## src/rtl/uart_rx_fifo.sv

```systemverilog
`default_nettype none
// +----------------------------------------------------------------------------+
// | Module      : uart_rx_fifo                                                 |
// | Description : 8N1 UART receiver with a first-word fall-through byte FIFO.  |
// | Revision    : 1.0                                                          |
// +----------------------------------------------------------------------------+
module uart_rx_fifo #(
    parameter int DIV   = 868,
    parameter int DEPTH = 4
) (
    input  logic                     clk,
    input  logic                     rst,
    input  logic                     urx,
    input  logic                     rd_en,
    input  logic                     clr_err,
    output logic [7:0]               rd_data,
    output logic                     rx_valid,
    output logic [$clog2(DEPTH):0]   fifo_count,
    output logic                     frame_err,
    output logic                     overrun
);

    localparam int c_CW   = $clog2(DIV);
    localparam int c_AW   = $clog2(DEPTH);
    localparam int c_CNTW = c_AW + 1;

    localparam logic [c_CW-1:0]   c_BIT_END  = c_CW'(DIV - 1);
    localparam logic [c_CW-1:0]   c_HALF_END = c_CW'(DIV / 2 - 1);
    localparam logic [c_CW-1:0]   c_CNT_INC  = c_CW'(1);
    localparam logic [c_AW-1:0]   c_PTR_INC  = c_AW'(1);
    localparam logic [c_CNTW-1:0] c_OCC_ONE  = c_CNTW'(1);
    localparam logic [c_CNTW-1:0] c_OCC_FULL = c_CNTW'(DEPTH);

    typedef enum logic [1:0] {
        S_IDLE  = 2'd0,
        S_START = 2'd1,
        S_DATA  = 2'd2,
        S_STOP  = 2'd3
    } state_t;

    state_t            r_state, w_state_nxt;
    logic              r_sync1, r_rxs, r_prev;
    logic [c_CW-1:0]   r_cnt, w_cnt_nxt;
    logic [2:0]        r_idx, w_idx_nxt;
    logic [7:0]        r_shift, w_shift_nxt;
    logic              w_push, w_ferr_set;

    logic [7:0]        r_mem [DEPTH];
    logic [c_AW-1:0]   r_wptr, r_rptr;
    logic [c_CNTW-1:0] r_count;
    logic [7:0]        r_head, w_head_nxt;
    logic              r_ferr, r_ovr;
    logic              w_empty, w_full, w_pop, w_wr, w_ovr_set;

    // Synchronizer and previous-sample flops idle high so reset never fakes a start edge.
    always_ff @(posedge clk or negedge rst) begin
        if (!rst) begin
            r_sync1 <= 1'b1;
            r_rxs   <= 1'b1;
            r_prev  <= 1'b1;
            r_state <= S_IDLE;
            r_cnt   <= '0;
            r_idx   <= '0;
            r_shift <= '0;
        end else begin
            r_sync1 <= urx;
            r_rxs   <= r_sync1;
            r_prev  <= r_rxs;
            r_state <= w_state_nxt;
            r_cnt   <= w_cnt_nxt;
            r_idx   <= w_idx_nxt;
            r_shift <= w_shift_nxt;
        end
    end

    always_comb begin
        w_state_nxt = r_state;
        w_cnt_nxt   = r_cnt + c_CNT_INC;
        w_idx_nxt   = r_idx;
        w_shift_nxt = r_shift;
        w_push      = 1'b0;
        w_ferr_set  = 1'b0;
        case (r_state)
            S_IDLE: begin
                w_cnt_nxt = '0;
                if (r_prev && !r_rxs) w_state_nxt = S_START;
            end
            S_START: begin
                if (r_cnt == c_HALF_END) begin
                    w_cnt_nxt   = '0;
                    w_idx_nxt   = '0;
                    w_state_nxt = r_rxs ? S_IDLE : S_DATA;
                end
            end
            S_DATA: begin
                if (r_cnt == c_BIT_END) begin
                    w_cnt_nxt   = '0;
                    w_shift_nxt = {r_rxs, r_shift[7:1]};
                    w_idx_nxt   = r_idx + 3'd1;
                    if (r_idx == 3'd7) w_state_nxt = S_STOP;
                end
            end
            S_STOP: begin
                if (r_cnt == c_BIT_END) begin
                    w_cnt_nxt   = '0;
                    w_state_nxt = S_IDLE;
                    w_push      = r_rxs;
                    w_ferr_set  = !r_rxs;
                end
            end
            default: begin
                w_state_nxt = S_IDLE;
                w_cnt_nxt   = '0;
            end
        endcase
    end

    assign w_empty   = (r_count == '0);
    assign w_full    = (r_count == c_OCC_FULL);
    assign w_pop     = rd_en && !w_empty;
    assign w_wr      = w_push && (!w_full || w_pop);
    assign w_ovr_set = w_push && w_full && !w_pop;

    // Head register holds the last head byte once the FIFO drains.
    always_comb begin
        w_head_nxt = r_head;
        if (w_wr && (w_empty || (w_pop && r_count == c_OCC_ONE)))
            w_head_nxt = r_shift;
        else if (w_pop && r_count > c_OCC_ONE)
            w_head_nxt = r_mem[r_rptr + c_PTR_INC];
    end

    always_ff @(posedge clk) begin
        if (w_wr) r_mem[r_wptr] <= r_shift;
    end

    always_ff @(posedge clk or negedge rst) begin
        if (!rst) begin
            r_wptr  <= '0;
            r_rptr  <= '0;
            r_count <= '0;
            r_head  <= '0;
            r_ferr  <= 1'b0;
            r_ovr   <= 1'b0;
        end else begin
            r_head <= w_head_nxt;
            if (w_wr)  r_wptr <= r_wptr + c_PTR_INC;
            if (w_pop) r_rptr <= r_rptr + c_PTR_INC;
            case ({w_wr, w_pop})
                2'b10:   r_count <= r_count + c_OCC_ONE;
                2'b01:   r_count <= r_count - c_OCC_ONE;
                default: r_count <= r_count;
            endcase
            r_ferr <= w_ferr_set | (r_ferr & ~clr_err);
            r_ovr  <= w_ovr_set  | (r_ovr  & ~clr_err);
        end
    end

    assign rd_data    = r_head;
    assign rx_valid   = !w_empty;
    assign fifo_count = r_count;
    assign frame_err  = r_ferr;
    assign overrun    = r_ovr;

endmodule
`default_nettype wire
```

## config.mk

```make
export PLATFORM = sky130hd
export DESIGN_NAME = uart_rx_fifo
export DESIGN_NICKNAME = d
export VERILOG_FILES = /design/src/rtl/uart_rx_fifo.sv
export SDC_FILE = /design/constraint.sdc
export NUM_CORES = 1
export LEC_CHECK = 0
export CAP_MARGIN = 10
export CORE_ASPECT_RATIO = 0.6
export CORE_MARGIN = 5
export CORE_UTILIZATION = 35
export DETAILED_ROUTE_END_ITERATION = 12
export SETUP_SLACK_MARGIN = 0.5
export SLEW_MARGIN = 20
export SYNTH_ARGS = -nofsm -noshare
export SYNTH_HDL_FRONTEND = slang
export SYNTH_SLANG_ARGS = --single-unit
```

## constraint.sdc

```tcl
create_clock -name clk -period 1.95 [get_ports clk]
set_input_delay 0.39 -clock clk [delete_from_list [all_inputs] [get_ports clk]]
set_output_delay 0.39 -clock clk [all_outputs]
set_load 0.005 [all_outputs]
```

==> results.py, run 1 <==
metrics = {
    "yosys": {
        "yosys_warnings": 0,
        "ys_async_sr_fraction_pct": 57.3,
        "syn_inst": 229,
        "seq_area_frac_synth_pct": 60.9,
        "synth_area_mm2": 0.00335,
        "yosysUniqueCellTypes": 44,
        "ys.flop_type": "dfrtp_1",
        "synth-edff-count": 32,
        "synth.avg_cell_area_um2": 14.6,
        "ys_ff_latch": 75,
        "syn_nets": 247,
    },
    "placement": {
        "place_area_mm2": 0.00398,
        "place_hpwl_um": 4840,
        "gp_congestion": 0.778,
        "io_buffer_count": 18,
        "place_ws_ns": -0.0553,
    },
    "sta": {
        "drv_slew": 0,
        "max_freq_mhz": 526,
        "worst_slew_pin_slew_ns": 0.482,
        "relSlewSlack_pct": 67.8,
        "rsz0062_at_grt": "yes",
        "hold_violations": 0,
        "fin_ws_ns": 0.0499,
        "post-route-period-util_pct": 97.4,
        "skew_ns": 0.00918,
        "setup_viol": 0,
        "period_minus_slack_ns": 1.90,
    },
    "cts": {
        "cts_root_buffer": "clkbuf_16",
        "clock_sinks": 75,
        "cts_max_path_buffers": 2,
        "clock_latency_ns": 0.33,
        "path_clk_slew_ns": 0.06,
        "cts_buffers": 9,
        "htreeDepth": 3,
        "holdBufCountCts": 0,
        "cts_tree": "built",
    },
    "pwr": {
        "vdd_drop_max_uv": 629,
        "cellPowerDensity_mw_per_mm2": 1090,
        "p_leak_nw": 2.14,
    },
    "global_routing": {
        "antenna_found_initial": 0,
        "grt_pass1_vias": 2173,
        "grt.total_usage_pct": 13.2,
        "grt_overflow_total": 0,
        "grt_pass1_wl_um": 11600,
        "grt_max_degree": 44,
    },
    "drt": {
        "drtAntennaViolNets": 0,
        "drc": 0,
        "avgViaCountPerCell": 4.86,
        "drt_iter0_drc": 152,
        "detail_route.wl_per_cell_um": 16.6,
        "dr.pass1.iters": 4,
        "drt-total-wl_um": 7240,
        "vias": 2120,
    },
    "floorplan": {
        "num_rows": 27,
        "dieArea_mm2": 0.0117,
        "ios": 19,
        "die_x_um": 136,
        "initial_core_util_pct": 36.2,
        "core_mm2": 0.00926,
        "die_height_um": 85.8,
    },
    "flow_run": {
        "max_cap_violations": 0,
    },
    "cells_and_area": {
        "mostFrequentLayoutCells": "dfrtp_1 (39), edfxtp_1 (32), buf_4 (31)",
        "synthToLayoutAreaGrowth_pct": 39.6,
        "drive_gt1_share_pct": 41.8,
        "final_area_mm2": 0.00468,
        "fin_nets": 319,
        "layout_commonest_cell": "dfrtp_1",
        "antennaDiodeCount": 0,
    },
    "worst_setup_path": {
        "timing.rr.start": "r_cnt[2]",
        "cp.arrival_ns": 2.11,
        "r2r_slack_ns": 0.05,
        "r2r_end": "r_shift[3]",
        "r2r_cells": 6,
        "worstPathRequired_ns": 2.16,
        "cp_max_fo": 5,
        "crit_path_start_kind": "flip-flop",
        "critPathKind": "flip-flop to flip-flop",
        "end_kind": "flip-flop",
    },
    "outcome": {
        "outcome": "finished, final reports clean",
    },
    "hold_path": {
        "hold_class": "primary input to asynchronous set/reset pin",
    },
}
[cell usage after synthesis (2+ instances only)]
library cell / n / area, µm²
dfrtp_1: 40 / 1000
edfxtp_1: 32 / 961
nor2_1: 17 / 63.8
ha_1: 13 / 163
and3_2: 11 / 82.6
inv_1: 11 / 41.3
mux2_2: 9 / 101
nand2_1: 9 / 33.8
a221o_1: 8 / 80.1
xnor2_1: 8 / 70.1
mux4_1: 7 / 184
clkbuf_1: 5 / 18.8
xor2_1: 5 / 43.8
a21oi_1: 3 / 15.0
a31oi_1: 3 / 18.8
dfstp_2: 3 / 78.8
nand2b_1: 3 / 18.8
nand3_1: 3 / 15.0
nand3b_1: 3 / 22.5
nor2b_1: 3 / 18.8
and2_2: 2 / 15.0
and3_1: 2 / 12.5
buf_6: 2 / 22.5
mux2i_1: 2 / 20.0
nand4_1: 2 / 12.5
nor3_1: 2 / 10.0
nor3b_1: 2 / 15.0
nor4_4: 2 / 42.5
o221ai_1: 2 / 17.5
[registers in the layout, indices dropped and copies added, names as in the netlist, 2 cells and up, named ones only]
signal / count
rd_data: 8
r_cnt: 10
r_shift: 8
r_rptr: 2
r_wptr: 2
r_idx: 3
fifo_count: 3
r_mem: 32
[through the flow]
stage          power [mW]  setup TNS [ns]  hold slack (ns)  utilization [%]  std cells
2_1_floorplan        2.44         -0.0133           0.0944                -        229
3_3_place_gp         2.91               0            0.372             43.0        398
3_5_place_dp         2.92         -0.0553            0.364             43.0        398
4_1_cts              4.97               0           0.0266             48.3        426
5_1_grt              5.35         -0.0448           0.0475             50.6        436
6_report             5.10               0           0.0283             50.6        436
[critical path, stage by stage (launching register included)]
cell and delay [ns]:
dfrtp_1 0.39, or3b_4 0.41, buf_6 0.14, nor4_4 0.23, buf_4 0.17, clkbuf_16 0.15
mux2_4 0.29
[cell type report]
| type | instances | area [µm²] |
|---|---|---|
| fill | 811 | 4580 |
| sequential | 75 | 2040 |
| multi-input combinational | 136 | 1450 |
| timing repair buffer | 68 | 656 |
| clock buffer | 12 | 256 |
| tap | 130 | 163 |
| clock inverter | 4 | 73.8 |
| inverter | 11 | 43.8 |
[timing repair]
item,CTS,global route
pin swaps,6,8
resized for setup,42,35
endpoints found under the hold margin,0,0
gates cloned,0,1
setup buffers,12,9
endpoints found under the setup margin,84,72
[worst max-delay path by stage]
stage	startpoint	to	slack (ns)
finish	r_cnt[2]	r_shift[3]	0.05
global route	r_cnt[0]	fifo_count[2]	-0.03
global placement	rd_en	fifo_count[2]	0.004
floorplan	r_cnt[0]	fifo_count[2]	-0.01
detailed placement	rd_en	fifo_count[2]	-0.06
CTS	r_cnt[1]	fifo_count[2]	0.08
[routing by layer]
| metal | up-vias | GRT usage [%] | wire [µm] |
|---|---|---|---|
| met5 | - | 0 | 0 |
| met4 | 0 | 4.48 | 90 |
| met3 | 6 | 4.28 | 389 |
| met2 | 44 | 18.9 | 3130 |
| met1 | 1066 | 18.9 | 3630 |
| li1 | 1004 | - | - |
[cell families (layout without fill, tap and decap cells)]
family | count (synthesis) | count (layout) | synth area share (%)
AO/OA/AOI/OAI | 26 | 26 | 6.75
XOR/XNOR | 13 | 13 | 3.40
adder cells (fa/ha/maj) | 13 | 13 | 4.85
buffers and inverters | 18 | 95 | 2.46
flip-flops | 75 | 75 | 60.9
multiplexers | 19 | 19 | 9.78
AND/OR/NAND/NOR | 65 | 65 | 11.9
[report_power, final]
group          total, mW  internal, mW  switching (mW)
registers           1.87          1.75           0.112
clock network       1.80          1.19           0.613
logic               1.43         0.790           0.642
total               5.10          3.73            1.37
No activity file was read; power rests on OpenSTA's default activity.
==> inputs of run 2 (changes only) <==
- CORE_UTILIZATION: 35 -> 53
- PLACE_DENSITY: not set -> 0.75
==> results.py, run 2 (synthesized netlist as in run 1, its figures left out) <==
metrics = {
    "outcome": {
        "outcome": "finished, final reports clean",
    },
    "pwr": {
        "report.power.total_mw": 4.43,
        "p_switching_mw": 1.31,
        "power.share.clock_pct": 26.6,
        "internal_power_mw": 3.11,
        "combPwrFrac_pct": 31.3,
        "switching_share_pct": 29.7,
        "vdd_drop_max_uv": 578,
        "seqPwrFrac_pct": 42.0,
        "cellPowerDensity_mw_per_mm2": 977,
        "p_leak_nw": 2.07,
    },
    "placement": {
        "gp_congestion": 0.814,
        "io_buffer_count": 18,
        "place_ws_ns": -0.0280,
        "dp_cells": 348,
        "place_hpwl_um": 4730,
    },
    "cts": {
        "holdBufCountCts": 0,
        "path_clk_slew_ns": 0.08,
        "cts_tree": "built",
        "clock_latency_ns": 0.34,
        "htreeDepth": 3,
        "cts_max_path_buffers": 2,
        "cts_root_buffer": "clkbuf_8",
        "clock_sinks": 75,
        "cts_buffers": 9,
    },
    "cells_and_area": {
        "synthToLayoutAreaGrowth_pct": 35.1,
        "layout_commonest_cell": "dfrtp_1",
        "largest_register_ffs": 32,
        "fin_nets": 322,
        "reg_top3": "r_mem x32, r_cnt x10",
        "fillers": 379,
        "largest_register": "r_mem",
        "stdcell_count": 393,
        "mostFrequentLayoutCells": "dfrtp_1 (40), buf_4 (33), edfxtp_1 (32)",
        "drive_gt1_share_pct": 42.7,
        "antennaDiodeCount": 0,
    },
    "hold_path": {
        "hold_class": "primary input to asynchronous set/reset pin",
    },
    "drt": {
        "vias": 2150,
        "drt-total-wl_um": 7320,
        "drtAntennaViolNets": 0,
        "drc": 0,
        "dr.pass1.iters": 4,
        "avgViaCountPerCell": 5.47,
        "detail_route.wl_per_cell_um": 18.6,
        "drt_iter0_drc": 159,
    },
    "worst_setup_path": {
        "crit_path_start_kind": "flip-flop",
        "worstPathRequired_ns": 2.21,
        "crit_end": "fifo_count[1]",
        "end_kind": "flip-flop",
        "cp_max_fo": 2,
        "crit_start": "r_cnt[7]",
        "timing.rr.start": "r_cnt[7]",
        "r2r_cells": 8,
        "r2r_end": "fifo_count[1]",
        "cp.arrival_ns": 2.17,
        "r2r_slack_ns": 0.05,
        "critPathKind": "flip-flop to flip-flop",
    },
    "sta": {
        "period_minus_slack_ns": 1.90,
        "relSlewSlack_pct": 64.6,
        "skew_ns": 0.00743,
        "drv_slew": 0,
        "post-route-period-util_pct": 97.6,
        "max_freq_mhz": 525,
        "rsz0062_at_grt": "yes",
        "hold_violations": 0,
        "setup_viol": 0,
        "fin_ws_ns": 0.0460,
        "worst_slew_pin_slew_ns": 0.532,
    },
    "global_routing": {
        "grt_pass1_vias": 2184,
        "grt_pass1_wl_um": 11500,
        "grt_max_degree": 24,
        "grt_overflow_total": 0,
        "grt.total_usage_pct": 18.7,
        "antenna_found_initial": 0,
    },
    "floorplan": {
        "die_height_um": 71.6,
        "ios": 19,
        "core_mm2": 0.00614,
        "initial_core_util_pct": 54.6,
        "die_x_um": 113,
        "num_rows": 22,
        "dieArea_mm2": 0.00807,
    },
    "flow_run": {
        "max_cap_violations": 0,
    },
}
## run 2: changes by cell type in the layout (fill, tap and decap cells not counted), sizes merged
cell           before  now
dlygate4sd2        11    8
buf                53   57
clkinvlp            0    2
clkbuf             13    9
clkdlybuf4s15       0    3
inv                11   13
bufinv              2    1
## run 2: power by group through the flow
stage | Combinational (mW) | Clock, mW | Sequential, mW
after floorplan | 0.561 | 0 | 1.88
after global placement | 0.963 | 0 | 1.89
after detailed placement | 0.985 | 0 | 1.90
after CTS | 1.15 | 1.21 | 1.86
after global routing | 1.49 | 1.30 | 1.88
final | 1.39 | 1.18 | 1.86
## run 2: timing repair
action                                  4_1_cts  5_1_grt
pin swaps                                     9       10
endpoints found under the setup margin       84       75
buffers inserted                             17       10
cloned                                        1        1
resized for setup                            57       26
## run 2: worst max-delay path, cell delays in order, from the launching register on
cell and delay (ns):
dfrtp_1 0.38, nand3b_1 0.27, nor4_4 0.36, and2_4 0.21
inv_2 0.04, ha_4 0.15, buf_4 0.13, xnor2_2 0.12
o21ai_1 0.15
## run 2: how the worst min path moves through the flow
stage	start	end	slack (ns)	cells after the start
floorplan	rst	asynchronous set/reset pin	0.09	0
global placement	r_sync1	r_rxs	0.36	0
detailed placement	r_sync1	r_rxs	0.36	0
CTS	rst	rd_data[0]	0.01	1
global route	rst	rd_data[0]	0.03	1
finish	rst	rd_data[0]	0.01	1
## run 2: metrics by stage
stage	instance area [µm²]	utilization (%)	hold WS, ns	setup TNS, ns
final	4530	73.8	0.0104	0
after global routing	4530	73.8	0.0333	-0.159
after CTS	4360	71.1	0.0108	0
after detailed placement	3880	63.2	0.360	-0.0280
after global placement	3880	63.2	0.356	0
after floorplan	3430	-	0.0944	-0.0133
## run 2: cell type report
type / instances / area, µm² / area share (%)
Sequential cell: 75 / 2040 / 45.0
Multi-Input combinational cell: 136 / 1470 / 32.4
Timing Repair Buffer: 71 / 676 / 14.9
Clock buffer: 9 / 124 / 2.73
Tap cell: 84 / 105 / 2.32
Clock inverter: 7 / 75.1 / 1.66
Inverter: 11 / 41.3 / 0.911
## run 2: layer usage
layer | part of all wire, % | up-vias | routed length, µm | track usage [%]
met3 | 7.3 | 6 | 533 | 5.32
met2 | 48 | 64 | 3490 | 28.3
met4 | 0.83 | 0 | 61 | 6.00
met1 | 44 | 1067 | 3230 | 26.3
met5 | 0 | - | 0 | 0
li1 | - | 1013 | - | -
==> inputs of run 3 (changes only) <==
- CAP_MARGIN: 10 -> 20
- CORE_UTILIZATION: 53 -> 51
- PLACE_DENSITY: 0.75 -> 0.73
==> results.py, run 3 (synthesized netlist as in run 1, its figures left out) <==
metrics = {
    "drt": {
        "dr.pass1.iters": 4,
        "drt_iter0_drc": 295,
        "avgViaCountPerCell": 5.69,
        "drc": 0,
        "vias": 2197,
        "drtAntennaViolNets": 0,
        "drt-total-wl_um": 7260,
        "detail_route.wl_per_cell_um": 18.8,
    },
    "cells_and_area": {
        "final_area_mm2": 0.00436,
        "reg_top3": "r_mem x32, r_cnt x10",
        "largest_register": "r_mem",
        "fillers": 402,
        "largest_register_ffs": 32,
        "synthToLayoutAreaGrowth_pct": 30.1,
        "stdcell_count": 386,
        "mostFrequentLayoutCells": "dfrtp_1 (39), buf_4 (32), edfxtp_1 (32)",
        "antennaDiodeCount": 0,
        "drive_gt1_share_pct": 39.1,
        "layout_commonest_cell": "dfrtp_1",
        "fin_nets": 315,
    },
    "placement": {
        "dp_cells": 353,
        "gp_congestion": 0.800,
        "place_area_mm2": 0.00392,
        "place_hpwl_um": 4810,
        "io_buffer_count": 18,
    },
    "floorplan": {
        "num_rows": 22,
        "ios": 19,
        "initial_core_util_pct": 53.7,
        "core_mm2": 0.00625,
        "dieArea_mm2": 0.00835,
        "die_height_um": 72.8,
        "die_x_um": 115,
    },
    "cts": {
        "cts_buffers": 9,
        "clock_latency_ns": 0.35,
        "path_clk_slew_ns": 0.09,
        "holdBufCountCts": 0,
        "cts_max_path_buffers": 2,
        "htreeDepth": 3,
        "cts_root_buffer": "clkbuf_8",
        "cts_tree": "built",
        "clock_sinks": 75,
    },
    "sta": {
        "drv_slew": 0,
        "max_freq_mhz": 525,
        "relSlewSlack_pct": 54.6,
        "setup_tns_ns": 0,
        "worst_slew_pin_slew_ns": 0.680,
        "setup_viol": 0,
        "period_minus_slack_ns": 1.91,
        "post-route-period-util_pct": 97.8,
        "rsz0062_at_grt": "yes",
        "skew_ns": 0.0143,
        "hold_violations": 0,
    },
    "global_routing": {
        "grt_pass1_vias": 2185,
        "antenna_found_initial": 0,
        "grt_max_degree": 32,
        "grt.total_usage_pct": 18.5,
        "grt_pass1_wl_um": 11600,
        "grt_overflow_total": 0,
    },
    "pwr": {
        "p_leak_nw": 2.02,
        "vdd_drop_max_uv": 623,
        "report.power.total_mw": 4.25,
        "cellPowerDensity_mw_per_mm2": 974,
    },
    "hold_path": {
        "hold_class": "primary input to asynchronous set/reset pin",
    },
    "worst_setup_path": {
        "critPathKind": "flip-flop to flip-flop",
        "worstPathRequired_ns": 2.19,
        "crit_path_start_kind": "flip-flop",
        "cp_max_fo": 3,
        "r2r_cells": 10,
        "end_kind": "flip-flop",
        "cp.arrival_ns": 2.15,
    },
    "flow_run": {
        "max_cap_violations": 0,
    },
    "outcome": {
        "outcome": "finished, final reports clean",
    },
}
[run 3: final timing paths]
check                               from            end  slack (ns)
worst max-delay path            r_cnt[0]  fifo_count[2]        0.04
worst min-delay path                 rst     r_shift[3]        0.08
worst max register to register  r_cnt[0]  fifo_count[2]        0.04
worst min register to register   r_sync1          r_rxs        0.38
max in group asynchronous            rst  fifo_count[0]        1.28
min in group clk                 r_sync1          r_rxs        0.38
[run 3: area by class of cell]
class | instances | area (µm²) | area share (%)
Clock buffer | 10 | 128 | 2.93
Timing Repair Buffer | 64 | 579 | 13.3
Inverter | 11 | 41.3 | 0.946
Tap cell | 84 | 105 | 2.41
Clock inverter | 6 | 48.8 | 1.12
Multi-Input combinational cell | 136 | 1420 | 32.5
Sequential cell | 75 | 2040 | 46.8
[run 3: repair_timing]
| action | in CTS | in global routing |
|---|---|---|
| buffers inserted | 13 | 4 |
| endpoints found under the setup margin | 84 | 73 |
| pin swaps | 10 | 7 |
| resized for setup | 42 | 19 |
[run 3: layer usage]
| layer | share of wire (%) | GRT usage, % | wire length [µm] | vias to the layer above |
|---|---|---|---|---|
| li1 | - | - | - | 1002 |
| met1 | 46 | 25.3 | 3330 | 1110 |
| met2 | 46 | 29.3 | 3330 | 76 |
| met3 | 7.0 | 4.81 | 505 | 9 |
| met4 | 1.2 | 5.80 | 87 | 0 |
| met5 | 0 | 0 | 0 | - |
[run 3: report_power, final]
group | internal, mW | total, mW | switching, mW | leakage (nW)
registers | 1.75 | 1.87 | 0.119 | 0.935
clock network | 0.473 | 1.08 | 0.605 | 0.0795
logic | 0.698 | 1.30 | 0.602 | 1.01
total | 2.92 | 4.25 | 1.33 | 2.02
[run 3: metrics by stage]
stage	utilization (%)	worst slack (ns)	hold slack, ns
after detailed placement	62.7	0.0102	0.366
after CTS	68.0	0.0276	0.0901
after global routing	69.8	-0.0528	0.141
final	69.8	0.0437	0.0784
after global placement	62.7	0.0515	0.369
after floorplan	-	-0.0133	0.0944
[run 3: worst max-delay path, stage by stage, from the launching register on]
cell and delay, ns:
dfrtp_1 0.36, ha_2 0.18, nand3b_1 0.10, buf_6 0.16
nor4_4 0.27, and2_4 0.21, inv_2 0.04, ha_4 0.15
mux2i_1 0.15, nor2_1 0.07, xnor2_1 0.12
==> patch (settings of run 1) <==
Reset style: synchronous (`rst`), changed in 2 clocked blocks.
--- a/src/rtl/uart_rx_fifo.sv
+++ b/src/rtl/uart_rx_fifo.sv
@@ -53,7 +53,7 @@
     logic              w_empty, w_full, w_pop, w_wr, w_ovr_set;
 
     // Synchronizer and previous-sample flops idle high so reset never fakes a start edge.
-    always_ff @(posedge clk or negedge rst) begin
+    always_ff @(posedge clk) begin
         if (!rst) begin
             r_sync1 <= 1'b1;
             r_rxs   <= 1'b1;
@@ -134,7 +134,7 @@
         if (w_wr) r_mem[r_wptr] <= r_shift;
     end
 
-    always_ff @(posedge clk or negedge rst) begin
+    always_ff @(posedge clk) begin
         if (!rst) begin
             r_wptr  <= '0;
             r_rptr  <= '0;
Check against the original RTL: no difference found for any inputs over 10 cycles, from zero or initial values and one cycle with rst low; that may be too few to reach the edited logic, so the function may still have changed.
==> patch against run 1 <==
Area after synthesis shrank 1.6%. Sequential cell count is the same. Wire length grew 7.6%. Cell area shrank 4.7%. Highest routed layer unchanged. Critical path type unchanged. Non-clock buffer count shrank 6. Setup slack lost 0.011 ns.
Power is not compared: it rests on default switching activity, and its combinational part moved more than twofold at a synthesized area within 25%.
==> patch: results (changes against run 1) <==
Async S/R FF share, synth - 0% (-57 points)
DR iter-0 viols - 162 (+6.6%)
CP max stage delay - 0.36 ns (-0.05 ns)
Post-synthesis mux area share - 8.31% (-1.5 points)
Worst slew margin - 65.1% (-2.7 points)
Top_reg_cell synth - dfxtp_1
Crit path to - fifo_count[2]$_SDFFE_PN0P_
XOR/XNOR share of the synthesized area - 3.19% (-0.21 points)
Vias per Instance - 5.10 (+5.0%)
Synth Net Count - 293 (+19%)
FF-to-FF path depth - 9 (+3)
Worst Hold Class - register to register
Largest net degree at the start of global routing - 19 (-57%)
Maximum net fanout on the critical path - 2 (-3)
M1 GR Usage - 20.6% (+1.7 points)
Cell variety after synth - 51 (+16%)
Vias in the first global route - 2352 (+8.2%)
Final nets - 355 (+11%)
Post-synth top cells - 43 x dfxtp_1, 32 x edfxtp_1, 20 x nand3_1, 19 x nor2_1, 16 x nand2_1
Post-place setup slack - -0.172 ns (-0.117 ns)
First-pass GRT wire length - 12400 um (+7.0%)
Gr usage total - 14.0% (+0.82 points)
Post-DP HPWL - 5350 um (+11%)
Worst path slowest cell - dfxtp_4
Placed Area - 3850 um^2 (-3.3%)
Synth Area in Adders - 4.93% (+0.081 points)
WL met2 - 3390 um (+8.4%)
Outcome - complete, no violations
Sequential share of the synthesized area - 55.2% (-5.6 points)
Mapped Avg Cell Area - 12.0 um^2 (-18%)
Final hold slack - 0.404 ns (+0.376 ns)
==> patch: area by class of cell <==
| class | count | area, um^2 | area share, % |
|---|---|---|---|
| clock buffers | 10 | 229 | 5.13 |
| clock inverters | 6 | 66.3 | 1.49 |
| inverters | 11 | 41.3 | 0.926 |
| multi-input cells | 178 | 1600 | 35.8 |
| flip-flops and latches | 75 | 1830 | 41.1 |
| well taps | 130 | 163 | 3.65 |
| repair buffers | 62 | 531 | 11.9 |
==> patch: power groups by stage <==
stage | logic, uW | registers [uW] | clock network (uW)
after global routing | 447 | 1680 | 1710
after detailed placement | 347 | 1710 | 0
after CTS | 379 | 1670 | 1650
after global placement | 344 | 1710 | 0
final | 409 | 1670 | 1610
after floorplan | 219 | 1690 | 0
==> patch: worst min path at each step <==
stage | start | to | cells after the start
3_3_place_gp | r_sync1$_SDFF_PN1_ | r_rxs$_SDFF_PN1_ | 1
2_1_floorplan | r_sync1$_SDFF_PN1_ | r_rxs$_SDFF_PN1_ | 1
4_1_cts | r_sync1$_SDFF_PN1_ | r_rxs$_SDFF_PN1_ | 1
3_5_place_dp | r_sync1$_SDFF_PN1_ | r_rxs$_SDFF_PN1_ | 1
6_report | r_sync1$_SDFF_PN1_ | r_rxs$_SDFF_PN1_ | 1
5_1_grt | r_sync1$_SDFF_PN1_ | r_rxs$_SDFF_PN1_ | 1
==> patch: what timing repair did <==
item	in CTS	in global routing
hold buffers	0	0
gates resized for setup	34	39
hold endpoints to repair	0	0
endpoints found under the setup margin	84	72
cloned	0	1
pin swaps	7	19
setup buffers	7	7
==> patch: cell families (layout without fill, tap and decap cells) <==
family,Yosys count,after routing
flip-flops,75,75
buffers and inverters,22,89
AO/OA/AOI/OAI,49,49
AND/OR/NAND/NOR,87,87
XOR/XNOR,12,12
multiplexers,17,17
adder cells (fa/ha/maj),13,13
